$ cat config.mk
export PLATFORM = sky130hd
export DESIGN_NAME = corefifo_wr_gray_ptr
export DESIGN_NICKNAME = d
export VERILOG_FILES = /design/src/rtl/corefifo_wr_gray_ptr.sv
export SDC_FILE = /design/constraint.sdc
export NUM_CORES = 1
export LEC_CHECK = 0
export ABC_AREA = 0
export BUFFER_PORTS_ARGS = -buffer_cell sky130_fd_sc_hd__buf_2
export CORE_MARGIN = 1.5
export CORE_UTILIZATION = 25
export CTS_CLUSTER_SIZE = 25
export DETAILED_ROUTE_END_ITERATION = 8
export PLACE_DENSITY_LB_ADDON = 0.1
export REMOVE_ABC_BUFFERS = 1
export SETUP_SLACK_MARGIN = 0.5
export SYNTH_ARGS = -nofsm -noshare
export SYNTH_HDL_FRONTEND = slang
export SYNTH_SLANG_ARGS = --single-unit
export TNS_END_PERCENT = 5
$ cat constraint.sdc
create_clock -name clk -period 1.9 [get_ports clk]
set_input_delay 0 -clock clk [delete_from_list [all_inputs] [get_ports clk]]
set_output_delay 0 -clock clk [all_outputs]
set_load 0.1 [all_outputs]
$ cat src/rtl/corefifo_wr_gray_ptr.sv
// Write-side pointer engine for the async FIFO. It keeps the binary and gray write pointers,
// synchronises the read-domain gray pointer, and derives full, almost-full, occupancy and overflow.
module corefifo_wr_gray_ptr #(
    parameter int ADDRWIDTH    = 3,
    parameter int AFULL_THRESH = 6
) (
    input  logic                 clk,
    input  logic                 rstn,
    input  logic                 we,
    input  logic [ADDRWIDTH:0]   rd_ptr_gray,
    output logic [ADDRWIDTH:0]   wr_ptr_gray,
    output logic [ADDRWIDTH-1:0] waddr,
    output logic                 wr_en_mem,
    output logic                 full,
    output logic                 afull,
    output logic [ADDRWIDTH:0]   wr_count,
    output logic                 overflow
);

    localparam int A  = ADDRWIDTH;
    localparam int PW = ADDRWIDTH + 1;
    localparam logic [PW-1:0] AFULL_TH = PW'(AFULL_THRESH);

    logic [PW-1:0] rq1_q, rq2_q;
    logic [PW-1:0] wbin_q, wbin_d;
    logic [PW-1:0] wgray_q, wgray_d;
    logic [PW-1:0] rbin;
    logic [PW-1:0] count_d;
    logic [PW-1:0] wr_count_q;
    logic          full_q, full_d;
    logic          afull_q, afull_d;
    logic          overflow_q;
    logic          acc;

    // Writes are also suppressed while reset is held, so the RAM sees no stray strobe.
    assign acc = we & ~full_q & rstn;

    // NOTE: every variable driven here gets a default first, so no latch can be inferred.
    always_comb begin
        rbin = '0;
        for (int i = 0; i < PW; i++) begin
            rbin[i] = ^(rq2_q >> i);
        end
    end

    always_comb begin
        wbin_d  = wbin_q + {{A{1'b0}}, acc};
        wgray_d = wbin_d ^ (wbin_d >> 1);
        count_d = wbin_d - rbin;
        // Full when the next gray pointer equals the read pointer with its two MSBs inverted.
        full_d  = (wgray_d == {~rq2_q[A:A-1], rq2_q[A-2:0]});
        afull_d = (count_d >= AFULL_TH);
    end

    // NOTE: sequential state uses non-blocking assignments so every register samples pre-edge values.
    always_ff @(posedge clk) begin
        if (!rstn) begin
            rq1_q      <= '0;
            rq2_q      <= '0;
            wbin_q     <= '0;
            wgray_q    <= '0;
            full_q     <= 1'b0;
            afull_q    <= 1'b0;
            wr_count_q <= '0;
            overflow_q <= 1'b0;
        end else begin
            rq1_q      <= rd_ptr_gray;
            rq2_q      <= rq1_q;
            wbin_q     <= wbin_d;
            wgray_q    <= wgray_d;
            full_q     <= full_d;
            afull_q    <= afull_d;
            wr_count_q <= count_d;
            overflow_q <= we & full_q;
        end
    end

    assign wr_ptr_gray = wgray_q;
    assign waddr       = wbin_q[A-1:0];
    assign wr_en_mem   = acc;
    assign full        = full_q;
    assign afull       = afull_q;
    assign wr_count    = wr_count_q;
    assign overflow    = overflow_q;

endmodule

# Yosys cells after proc, flatten, opt, wreduce, memory -nomap -nowiden
# Cells that the tools add are included.
[word_totals]
ff_bits = 23
latchBits = 0
ramBits = 0
rom_bits = 0
word_cells = 22
n_memories = 0
[op_classes]
addsub = 2
multipliers = 0
div_mod_pow = 0
n_lt_le_gt_ge = 1
n_eq_ne = 1
shifts = 0
n_mux = 0
n_bitwise = 6
reduce_logical = 4
[ops]
columns = ["cell", "n"]
rows = [
  ["$reduce_xor 4->1", 4],
  ["$add 4x1->4", 1],
  ["$eq 4x4->1", 1],
  ["$ge 4x3->1 const B", 1],
  ["$sub 4x4->4", 1],
  ["$xor 4x3->4", 1],
  ["$and 1x1->1", 3],
  ["$not 2->2", 1],
  ["$not 1->1", 1],
]

# Depth between registers and ports, before layout
# Gate-level depths: netlist of run 1.
[logic_depth]
word_depth = 6
mapped_depth = 11
ltp_nobuf = 10

# Least setup slack after synthesis of run 1
# Ideal clock, no wire load.
[synth_timing]
path_type = "register to register"
start = "register full_q, in the netlist full"
end = "register afull_q, in the netlist afull"
arrival_time_ps = 3834
required_time_ps = 1785
setup_slack_ps = -2049
stages_incl_launch_ff = 10
n_path_buf = 0
synth_period_minus_slack_ps = 3949
path_cell_list = "dfxtp_1 -> nor2_1 -> ha_1 -> ha_1 -> xor2_2 -> ha_1 -> nand2_1 -> o21ai_0 -> xor3_1 -> o21a_1"
[synth_via]
elab_chain_cells = 6
[synth_lines]
columns = ["item", "line_no", "rtl"]
rows = [
  ["start: declaration", "30", "logic full_q, full_d;"],
  ["start signal: assignment", "71", "full_q <= full_d;"],
  ["$not 1->1", "36", "assign acc = we & ~full_q & rstn;"],
  ["$and 1x1->1 (2 in series)", "36", ""],
  ["via wr_en_mem", "13", "output logic wr_en_mem,"],
  ["$add 4x1->4", "47", "wbin_d = wbin_q + {{A{1'b0}}, acc};"],
  ["via wbin_d[2]", "25", "logic [PW-1:0] wbin_q, wbin_d;"],
  ["$sub 4x4->4", "49", "count_d = wbin_d - rbin;"],
  ["$ge 4x3->1", "52", "afull_d = (count_d >= AFULL_TH);"],
  ["end signal: assignment", "72", "afull_q <= afull_d;"],
  ["end: declaration", "31", "logic afull_q, afull_d;"],
]
# The timed path passes the listed nets, and every way through them passes these cells.
# A chain may end at the register's enable or synchronous reset.

# Final worst setup path of run 1
[layout_timing]
start = "register rq2_q[2]"
end = "register afull_q, in the netlist afull"
[layout_via]
elab_chain_cells = 3
elab_cells_between_ends = 5
cone_classes = "add/sub: 1; order compare: 1; reduce/logical: 3"
[layout_lines]
columns = ["item", "line_no", "rtl"]
rows = [
  ["start: declaration", "24", "logic [PW-1:0] rq1_q, rq2_q;"],
  ["start signal: assignment", "68", "rq2_q <= rq1_q;"],
  ["$reduce_xor 4->1", "42", "rbin[i] = ^(rq2_q >> i);"],
  ["$sub 4x4->4 (*)", "49", ""],
  ["$ge 4x3->1 (*)", "52", ""],
]
# Mark *: on every way between the ends. The rest lies on a longest branch, timed or not.

==> impl_metrics.json, run 1 <==
{
  "die_y_um": 62.5,
  "relSlewSlack_pct": 67.8,
  "period_share_pct": 103,
  "n_antenna_cell": 0,
  "pin_count": 22,
  "drt-total-wl_mm": 1.62,
  "grt_start_max_net_pins": 23,
  "fill_cells": 378,
  "grt_pass1_wl_mm": 2.79,
  "dieArea_um2": 3910,
  "final_hold_viol_count": 0,
  "grt.total_usage_pct": 9.16,
  "status": "complete, but fails checks",
  "ys_seq_area_share_pct": 49.7,
  "drc": 0,
  "vias": 638,
  "detail-route-antenna-nets": 0,
  "fmax_ghz": 0.513,
  "clock-sinks": 22,
  "synth_cells": 78,
  "routedWlPerCell_um": 9.81,
  "final_common_cell": "buf_2",
  "hp-class": "primary input to flop",
  "grt_antenna_before_repair": 0,
  "cts_root_buffer": "clkbuf_4",
  "cts_buffers": 3,
  "rsz0062_at_grt": "true",
  "fp.dieW_um": 62.5,
  "final_nets": 134,
  "powerDensity_nw_per_um2": 845,
  "drive_above_1_share_pct": 47.9,
  "crit_top_cell": "xnor2_1",
  "critPathMaxFanout": 2,
  "grt_pass1_vias": 649,
  "area_growth_pct": 49.2,
  "synth-seq-cells": 22,
  "slew_viol_final": 0,
  "fin_util_pct": 39.3,
  "cts_tree": "built",
  "peakVddDrop_mv": 0.303,
  "fin_tns_setup_ns": -0.0491,
  "worstPathRequired_ns": 2.11,
  "cp.arrival_ns": 2.16,
  "dr.pass1.iters": 2,
  "clk_latency_ns": 0.30,
  "clockBufferDepth": 2,
  "failed_checks": "negative setup slack",
  "synthesis.area_um2": 886,
  "ys_types": 22,
  "slowest_delay_ns": 0.38,
  "final_cell_mix": "buf_2, dfxtp_1, and2_1, buf_4, dlygate4sd3_1",
  "initialDrtViolationCount": 9,
  "cp_slowest_cell": "fa_1",
  "grt_overflow_total": 0,
  "synth_warnings": 0,
  "port_buffers": 21,
  "tightest_slew_ns": 0.486,
  "h-tree-depth": 1,
  "num_rows": 21,
  "coreArea_um2": 3360,
  "cp-start-kind": "flop",
  "setup_viol": 1,
  "worst_setup_path_end_kind": "flop",
  "fin_ws_ns": -0.0491,
  "path_clk_slew_ns": 0.12,
  "worstSetupPathType": "flop to flop",
  "syn_area_per_cell_um2": 11.4,
  "skew_ns": 0.00406,
  "detail_route.vias_per_cell": 3.87,
  "hold_ws_ns": 0.160,
  "drv_cap": 0,
  "min_period_ns": 1.95,
  "gp_congestion": 0.800,
  "crit_chain": "xnor2_2 -> xor2_2 -> xnor2_1 -> ha_2 -> fa_1 -> xnor2_1 -> nor2b_1 -> o21a_1",
  "initial_core_util_pct": 26.3,
  "cellLeakagePower_nw": 0.616
}
synth_stat cells, drive strengths merged:
cell type,number,area (um^2)
nand2,3,11.3
inv,3,11.3
nor2,1,3.75
and3,1,6.26
xor2,6,67.6
xor3,1,23.8
a211oi,1,12.5
a21oi,1,5.00
clkbuf,2,7.51
ha,5,62.6
o21ai,1,5.00
o21a,1,7.51
and2,16,103
fa,1,20.0
xnor2,6,52.6
nor2b,4,25.0
dfxtp,22,440
nand3,2,15.0
or3,1,6.26
flip-flops by register name, summed over array words and instances, names as in the netlist:
signal / count
rq1_q: 4
rq2_q: 4
wbin_q: 4
wr_count: 4
wr_ptr_gray: 3
afull: 1
full: 1
overflow: 1
where the power goes:
group | internal (mW) | switching (mW) | total, mW
sequential | 0.495 | 0.0111 | 0.506
clock | 0.0740 | 0.134 | 0.208
combinational | 0.122 | 0.280 | 0.402
total | 0.691 | 0.425 | 1.12
per-stage QoR:
stage          worst slack [ns]  std cells  cell area [um^2]  total power, mW
2_1_floorplan             -2.05         76               878            0.809
3_3_place_gp             -0.139        157              1150            0.889
3_5_place_dp             -0.197        157              1150            0.891
4_1_cts                  -0.128        165              1240             1.12
5_1_grt                  -0.147        165              1320             1.18
6_report                -0.0491        165              1320             1.12
area by class of cell:
type	count	area, um^2	area share, %
clock buffers	3	22.5	1.70
inverters	3	11.3	0.852
multi-input cells	51	523	39.6
flip-flops and latches	22	443	33.5
well taps	46	57.6	4.36
repair buffers	40	264	20.0
cells by family (layout without fill, tap and decap cells):
kind of cell	after synthesis	in the layout	synth area share, %
adder cells (fa/ha/maj)	6	6	9.32
AO/OA/AOI/OAI	4	4	3.39
flip-flops	22	22	49.7
XOR/XNOR	13	13	16.2
AND/OR/NAND/NOR	28	28	19.2
buffers and inverters	5	46	2.12
repair_timing:
action / in CTS / in global routing
setup buffers: 0 / 0
resized for setup: 7 / 12
hold buffers: 5 / 0
endpoints found under the setup margin: 10 / 13
pin swaps: 2 / 6
hold endpoints to repair: 5 / 0
critical path: cells and delay by family (launching register included):
kind	cells	cell delay, ns
xor+xnor	4	0.65
fa+ha+maj	2	0.58
flops	1	0.35
compound gates	1	0.16
simple gates	1	0.13
final timing paths:
path / start / to / slack, ns / cells past startpoint
worst max-delay path: rq2_q[2] / afull / -0.05 / 8
worst min-delay path: rstn / full / 0.16 / 4
worst min register to register: rq1_q[0] / rq2_q[0] / 0.44 / 1
worst max register to register: rq2_q[2] / afull / -0.05 / 8
per-layer routing:
layer | GRT usage [%] | vias to the layer above | wire length [um]
li1 | - | 327 | -
met1 | 10.3 | 290 | 733
met2 | 15.3 | 19 | 751
met3 | 3.96 | 2 | 108
met4 | 3.33 | 0 | 24
met5 | 0 | - | 0
No activity file was read; power rests on OpenSTA's default activity.
==> run 2: changes to the inputs <==
CORE_UTILIZATION = 45   (was 25)
REMOVE_ABC_BUFFERS = not set   (was 1)
SLEW_MARGIN = 20   (was not set)
==> run 2 against run 1 <==
  * The run still ends with negative setup slack left
  * Non-clock buffer count decreased by 5
  * Setup slack improved by 0.025 ns
  * Cell count decreased by 15%
  * Clock power about the same
  * Clock-buffer cell count increased by 1
  * First-iteration DRC count decreased by 56%
  * Clock skew increased by 0.0066 ns
  * Highest routed layer unchanged
==> impl_metrics.json, run 2 (synthesized netlist as in run 1, its figures left out) <==
{
  "cellLeakagePower_nw": 0.583,
  "dp_slack_ns": -0.154,
  "final_common_cell": "buf_2",
  "die_y_um": 47.4,
  "critical_path.top_delay_family": "adder cells",
  "slowest_delay_ns": 0.38,
  "holdCritStartpoint": "rstn",
  "detail_route.vias_per_cell": 4.34,
  "worst_setup_path_end_kind": "flop",
  "initialDrtViolationCount": 4,
  "relSlewSlack_pct": 67.8,
  "grt_start_max_net_pins": 23,
  "dr.pass1.iters": 2,
  "fin_ws_ns": -0.0238,
  "status": "complete, but fails checks",
  "r2r-start": "full",
  "drv_cap": 0,
  "powerDensity_nw_per_um2": 872,
  "design_area_um2": 1270,
  "port_buffers": 21,
  "worstPathRequired_ns": 2.11,
  "dp.cells": 131,
  "tightest_slew_ns": 0.486,
  "crit_chain": "nor2_4 -> ha_4 -> ha_4 -> xor2_4 -> ha_4 -> nand2_2 -> o21ai_1 -> xor3_1 -> o21a_1",
  "clk_latency_ns": 0.30,
  "cts_setup_buffers": 0,
  "n_antenna_cell": 0,
  "fp.dieW_um": 47.4,
  "vias": 607,
  "wl_met1_um": 669,
  "top_layer_used": "met4",
  "whs_endpoint": "full",
  "worstSetupPathType": "flop to flop",
  "slew_viol_final": 0,
  "pin_count": 22,
  "crit_top_cell": "ha_4",
  "dr_wl_met3_um": 54,
  "final_hold_viol_count": 0,
  "syn_nets": 91,
  "cp_slowest_cell": "dfxtp_4",
  "failed_checks": "negative setup slack",
  "cts_buffers": 3,
  "rrSetupSlack_ns": -0.02,
  "routedWlPerCell_um": 10.5,
  "grt.total_usage_pct": 15.6,
  "fmax_ghz": 0.520,
  "rsz0062_at_grt": "true",
  "min_period_ns": 1.92,
  "dieArea_um2": 2240,
  "cp.arrival_ns": 2.13,
  "drive_above_1_share_pct": 45.2,
  "setup_viol": 2,
  "grt_pass1_wl_mm": 2.44,
  "peakVddDrop_mv": 0.617,
  "finalPower_mw": 1.11,
  "num_rows": 15,
  "area_growth_pct": 43.4,
  "met2_length_um": 730,
  "critPathMaxFanout": 3,
  "h-tree-depth": 1,
  "final_nets": 129,
  "final_cell_mix": "buf_2, dfxtp_1, and2_1, buf_4",
  "hp-class": "primary input to flop",
  "fill_cells": 139,
  "place_area_um2": 1140,
  "cp-start-kind": "flop",
  "clock-sinks": 22,
  "skew_ns": 0.0106,
  "drt-total-wl_mm": 1.47,
  "gp_congestion": 0.813,
  "grt_pass1_vias": 599,
  "cts_root_buffer": "clkbuf_4",
  "hold_ws_ns": 0.133,
  "drc": 0,
  "whs_path_depth": 4,
  "initial_core_util_pct": 49.7,
  "clockBufferDepth": 2,
  "path_clk_slew_ns": 0.12,
  "period_share_pct": 101,
  "coreArea_um2": 1780,
  "r2r_cells": 9,
  "grt_antenna_before_repair": 0,
  "grt_overflow_total": 0,
  "final_cells": 140,
  "cts_tree": "built",
  "critPathBufInv": 0,
  "hpwl_mm": 1.11,
  "reg2reg_to": "afull",
  "detail-route-antenna-nets": 0
}
run 2: changes by cell type in the layout (fill, tap and decap cells not counted), moves of 2 or more:
cell,change
xor2_2,-2
dfxtp_4,+2
xnor2_2,-2
buf_4,-4
dfxtp_1,-2
run 2: layer usage:
metal | track usage, % | vias up
met4 | 6.67 | 0
met1 | 18.2 | 273
met5 | 0 | -
met2 | 28.1 | 14
met3 | 2.31 | 2
li1 | - | 318
run 2: through the flow:
step,utilization (%),setup TNS [ns]
2_1_floorplan,-,-2.45
3_3_place_gp,64.1,-0.126
3_5_place_dp,64.1,-0.188
4_1_cts,69.8,-0.0878
5_1_grt,71.2,-0.191
6_report,71.2,-0.0400
run 2: layout make-up:
class	instances	area (um^2)	area share [%]
tap	25	31.3	2.46
sequential	22	450	35.5
inverter	3	11.3	0.887
multi-input combinational	51	528	41.6
clock buffer	4	26.3	2.07
timing repair buffer	35	223	17.5
run 2: what timing repair did:
item | 4_1_cts | 5_1_grt
hold buffers | 5 | 0
pin swaps | 3 | 4
endpoints found under the setup margin | 8 | 9
hold endpoints to repair | 5 | 0
resized for setup | 5 | 5
run 2: how the worst max path moves through the flow:
stage             start  endpoint  slack [ns]  cells past startpoint
4_1_cts        rq2_q[2]     afull       -0.05                      8
6_report           full     afull       -0.02                      9
3_5_place_dp   rq2_q[3]     afull       -0.15                      8
5_1_grt        rq2_q[3]     afull       -0.11                      8
3_3_place_gp   rq2_q[3]     afull       -0.08                      8
2_1_floorplan      full     afull       -0.62                      9
run 2: worst min-delay path, stage by stage:
cell and delay (ns):
buf_2 0.11, buf_4 0.18, nand2_1 0.08, a211oi_2 0.03
run 2: power by group:
| group | switching (mW) | leakage (nW) | internal [mW] |
|---|---|---|---|
| Combinational | 0.276 | 0.385 | 0.114 |
| Sequential | 0.0133 | 0.183 | 0.493 |
| Clock | 0.129 | 0.0150 | 0.0816 |
| Total | 0.418 | 0.583 | 0.689 |
==> run 3: changes to the inputs <==
CELL_PAD_IN_SITES_DETAIL_PLACEMENT = 1   (was not set)
CELL_PAD_IN_SITES_GLOBAL_PLACEMENT = 1   (was not set)
CORE_UTILIZATION = 42   (was 45)
clock period = 2.4 ns   (was 1.9 ns; I/O delays follow)
==> run 3 against run 2 <==
  * The run now ends clean
  * Combinational power is 19% lower
  * Non-clock buffer count fell by 1
  * Register-to-register slack gained 0.46 ns
  * Sequential share of layout area hardly changed
  * Sequential power decreased by 21%
  * Wire length up 26%
  * Die area rose by 6.7%
  * Via count up 4.9%
  * Setup slack improved by 0.46 ns
==> impl_metrics.json, run 3 (synthesized netlist as in run 1, its figures left out) <==
{
  "tightest_slew_ns": 0.489,
  "rrSetupSlack_ns": 0.44,
  "status": "finished, final reports clean",
  "holdCritStartpoint": "rstn",
  "drc": 0,
  "min_period_ns": 1.96,
  "final_nets": 128,
  "grt_pass1_wl_mm": 3.08,
  "peakVddDrop_mv": 0.540,
  "hp-class": "primary input to flop",
  "r2r_cells": 8,
  "cp.arrival_ns": 2.18,
  "cellLeakagePower_nw": 0.588,
  "initialDrtViolationCount": 0,
  "dieArea_um2": 2390,
  "hold_ws_ns": 0.129,
  "whs_endpoint": "full",
  "design_area_um2": 1270,
  "fp.dieW_um": 48.9,
  "cts_buffers": 3,
  "critical_path.top_delay_family": "XOR/XNOR gates",
  "final_common_cell": "buf_2",
  "port_buffers": 21,
  "n_antenna_cell": 0,
  "clockBufferDepth": 2,
  "powerDensity_nw_per_um2": 727,
  "grt_overflow_total": 0,
  "drt-total-wl_mm": 1.86,
  "critPathMaxFanout": 2,
  "grt.total_usage_pct": 17.3,
  "clk_latency_ns": 0.31,
  "routedWlPerCell_um": 13.2,
  "slew_viol_final": 0,
  "final_cell_mix": "buf_2, dfxtp_1, and2_1, buf_4, dlygate4sd3_1",
  "coreArea_um2": 1980,
  "gp_congestion": 0.699,
  "critical_path_cell_count": 8,
  "grt_antenna_before_repair": 0,
  "switching_share_pct": 37.6,
  "r2r-start": "rq2_q[3]",
  "reg2reg_to": "afull",
  "p_seq_share_pct": 43.5,
  "power.share.clock_pct": 22.2,
  "detail_route.vias_per_cell": 4.52,
  "dr.pass1.iters": 1,
  "period_share_pct": 81.7,
  "drive_above_1_share_pct": 45.6,
  "syn_nets": 91,
  "worst_setup_path_end_kind": "flop",
  "rsz0062_at_grt": "true",
  "num_rows": 16,
  "die_y_um": 48.9,
  "cp_slowest_cell": "dfxtp_4",
  "setup_viol": 0,
  "clock-sinks": 22,
  "p_switching_mw": 0.347,
  "relSlewSlack_pct": 67.6,
  "worstSetupPathType": "flop to flop",
  "place_area_um2": 1090,
  "worstPathRequired_ns": 2.62,
  "hpwl_mm": 1.16,
  "pin_count": 22,
  "slowest_delay_ns": 0.38,
  "cts_tree": "built",
  "fin_tns_setup_ns": 0,
  "skew_ns": 0.00128,
  "h-tree-depth": 1,
  "whs_path_depth": 4,
  "critPathBufInv": 0,
  "grt_start_max_net_pins": 23,
  "path_clk_slew_ns": 0.12,
  "p_int_mw": 0.575,
  "fill_cells": 219,
  "grt_pass1_vias": 697,
  "detail-route-antenna-nets": 0,
  "cp-start-kind": "flop",
  "drv_cap": 0,
  "area_growth_pct": 43.2,
  "fmax_ghz": 0.510,
  "vias": 637,
  "final_hold_viol_count": 0,
  "p_comb_share_pct": 34.3,
  "cts_root_buffer": "clkbuf_4",
  "crit_chain": "xnor2_4 -> xor2_2 -> xnor2_2 -> ha_2 -> fa_2 -> xnor2_1 -> nor2b_1 -> o21a_1",
  "initial_core_util_pct": 44.7
}
==> run 3: changes by cell type in the layout (fill, tap and decap cells not counted), sizes merged <==
| cell | change |
|---|---|
| buf | -1 |
==> run 3: layout make-up <==
type | count | area, um^2 | share of cell area (%)
Multi-Input combinational cell | 51 | 522 | 41.1
Clock buffer | 4 | 36.3 | 2.86
Sequential cell | 22 | 450 | 35.5
Tap cell | 27 | 33.8 | 2.66
Inverter | 3 | 11.3 | 0.888
Timing Repair Buffer | 34 | 215 | 17.0
==> run 3: layer usage <==
layer  wire length (um)  track usage [%]  share of wire [%]  vias to the layer above
met5                  0                0                  0                        -
met4                 42             8.10                2.3                        0
met3                 72             4.29                3.9                        4
met2                990             32.4                 53                       17
met1                751             17.8                 40                      302
li1                   -                -                  -                      314
==> run 3: worst max path at each step <==
stage	startpoint	to
after detailed placement	rq2_q[3]	afull
after global routing	rq2_q[3]	afull
after CTS	rq2_q[2]	afull
after floorplan	full	afull
after global placement	rq2_q[3]	afull
final	rq2_q[3]	afull
==> run 3: timing repair <==
action	CTS	global route
setup buffers	5	1
endpoints found under the setup margin	4	5
hold endpoints to repair	5	0
gates resized for setup	5	4
hold buffers	5	0
pin swaps	4	3
==> run 3: worst register-to-register path: cells and delay by family, from the launching register on <==
kind / cells / cell delay [ns]
AOI/OAI and AO/OA: 1 / 0.17
adders and majority gates: 2 / 0.52
and+or+nand+nor: 1 / 0.14
DFF: 1 / 0.38
xor gates and xnor gates: 4 / 0.65
==> run 3: metrics by stage <==
step / utilization (%) / std cells / setup WS, ns / power, mW
6_report: 64.0 / 141 / 0.440 / 0.922
5_1_grt: 64.0 / 141 / 0.366 / 0.963
4_1_cts: 62.2 / 140 / 0.426 / 0.917
3_5_place_dp: 55.2 / 126 / 0.230 / 0.701
3_3_place_gp: 55.2 / 126 / 0.339 / 0.695
2_1_floorplan: - / 78 / -0.122 / 0.651
==> run 3: power groups by stage <==
| stage | logic [mW] | clock network (mW) | registers (mW) |
|---|---|---|---|
| 2_1_floorplan | 0.0908 | 0 | 0.560 |
| 3_3_place_gp | 0.287 | 0 | 0.408 |
| 3_5_place_dp | 0.292 | 0 | 0.409 |
| 4_1_cts | 0.309 | 0.206 | 0.401 |
| 5_1_grt | 0.334 | 0.224 | 0.405 |
| 6_report | 0.317 | 0.204 | 0.401 |
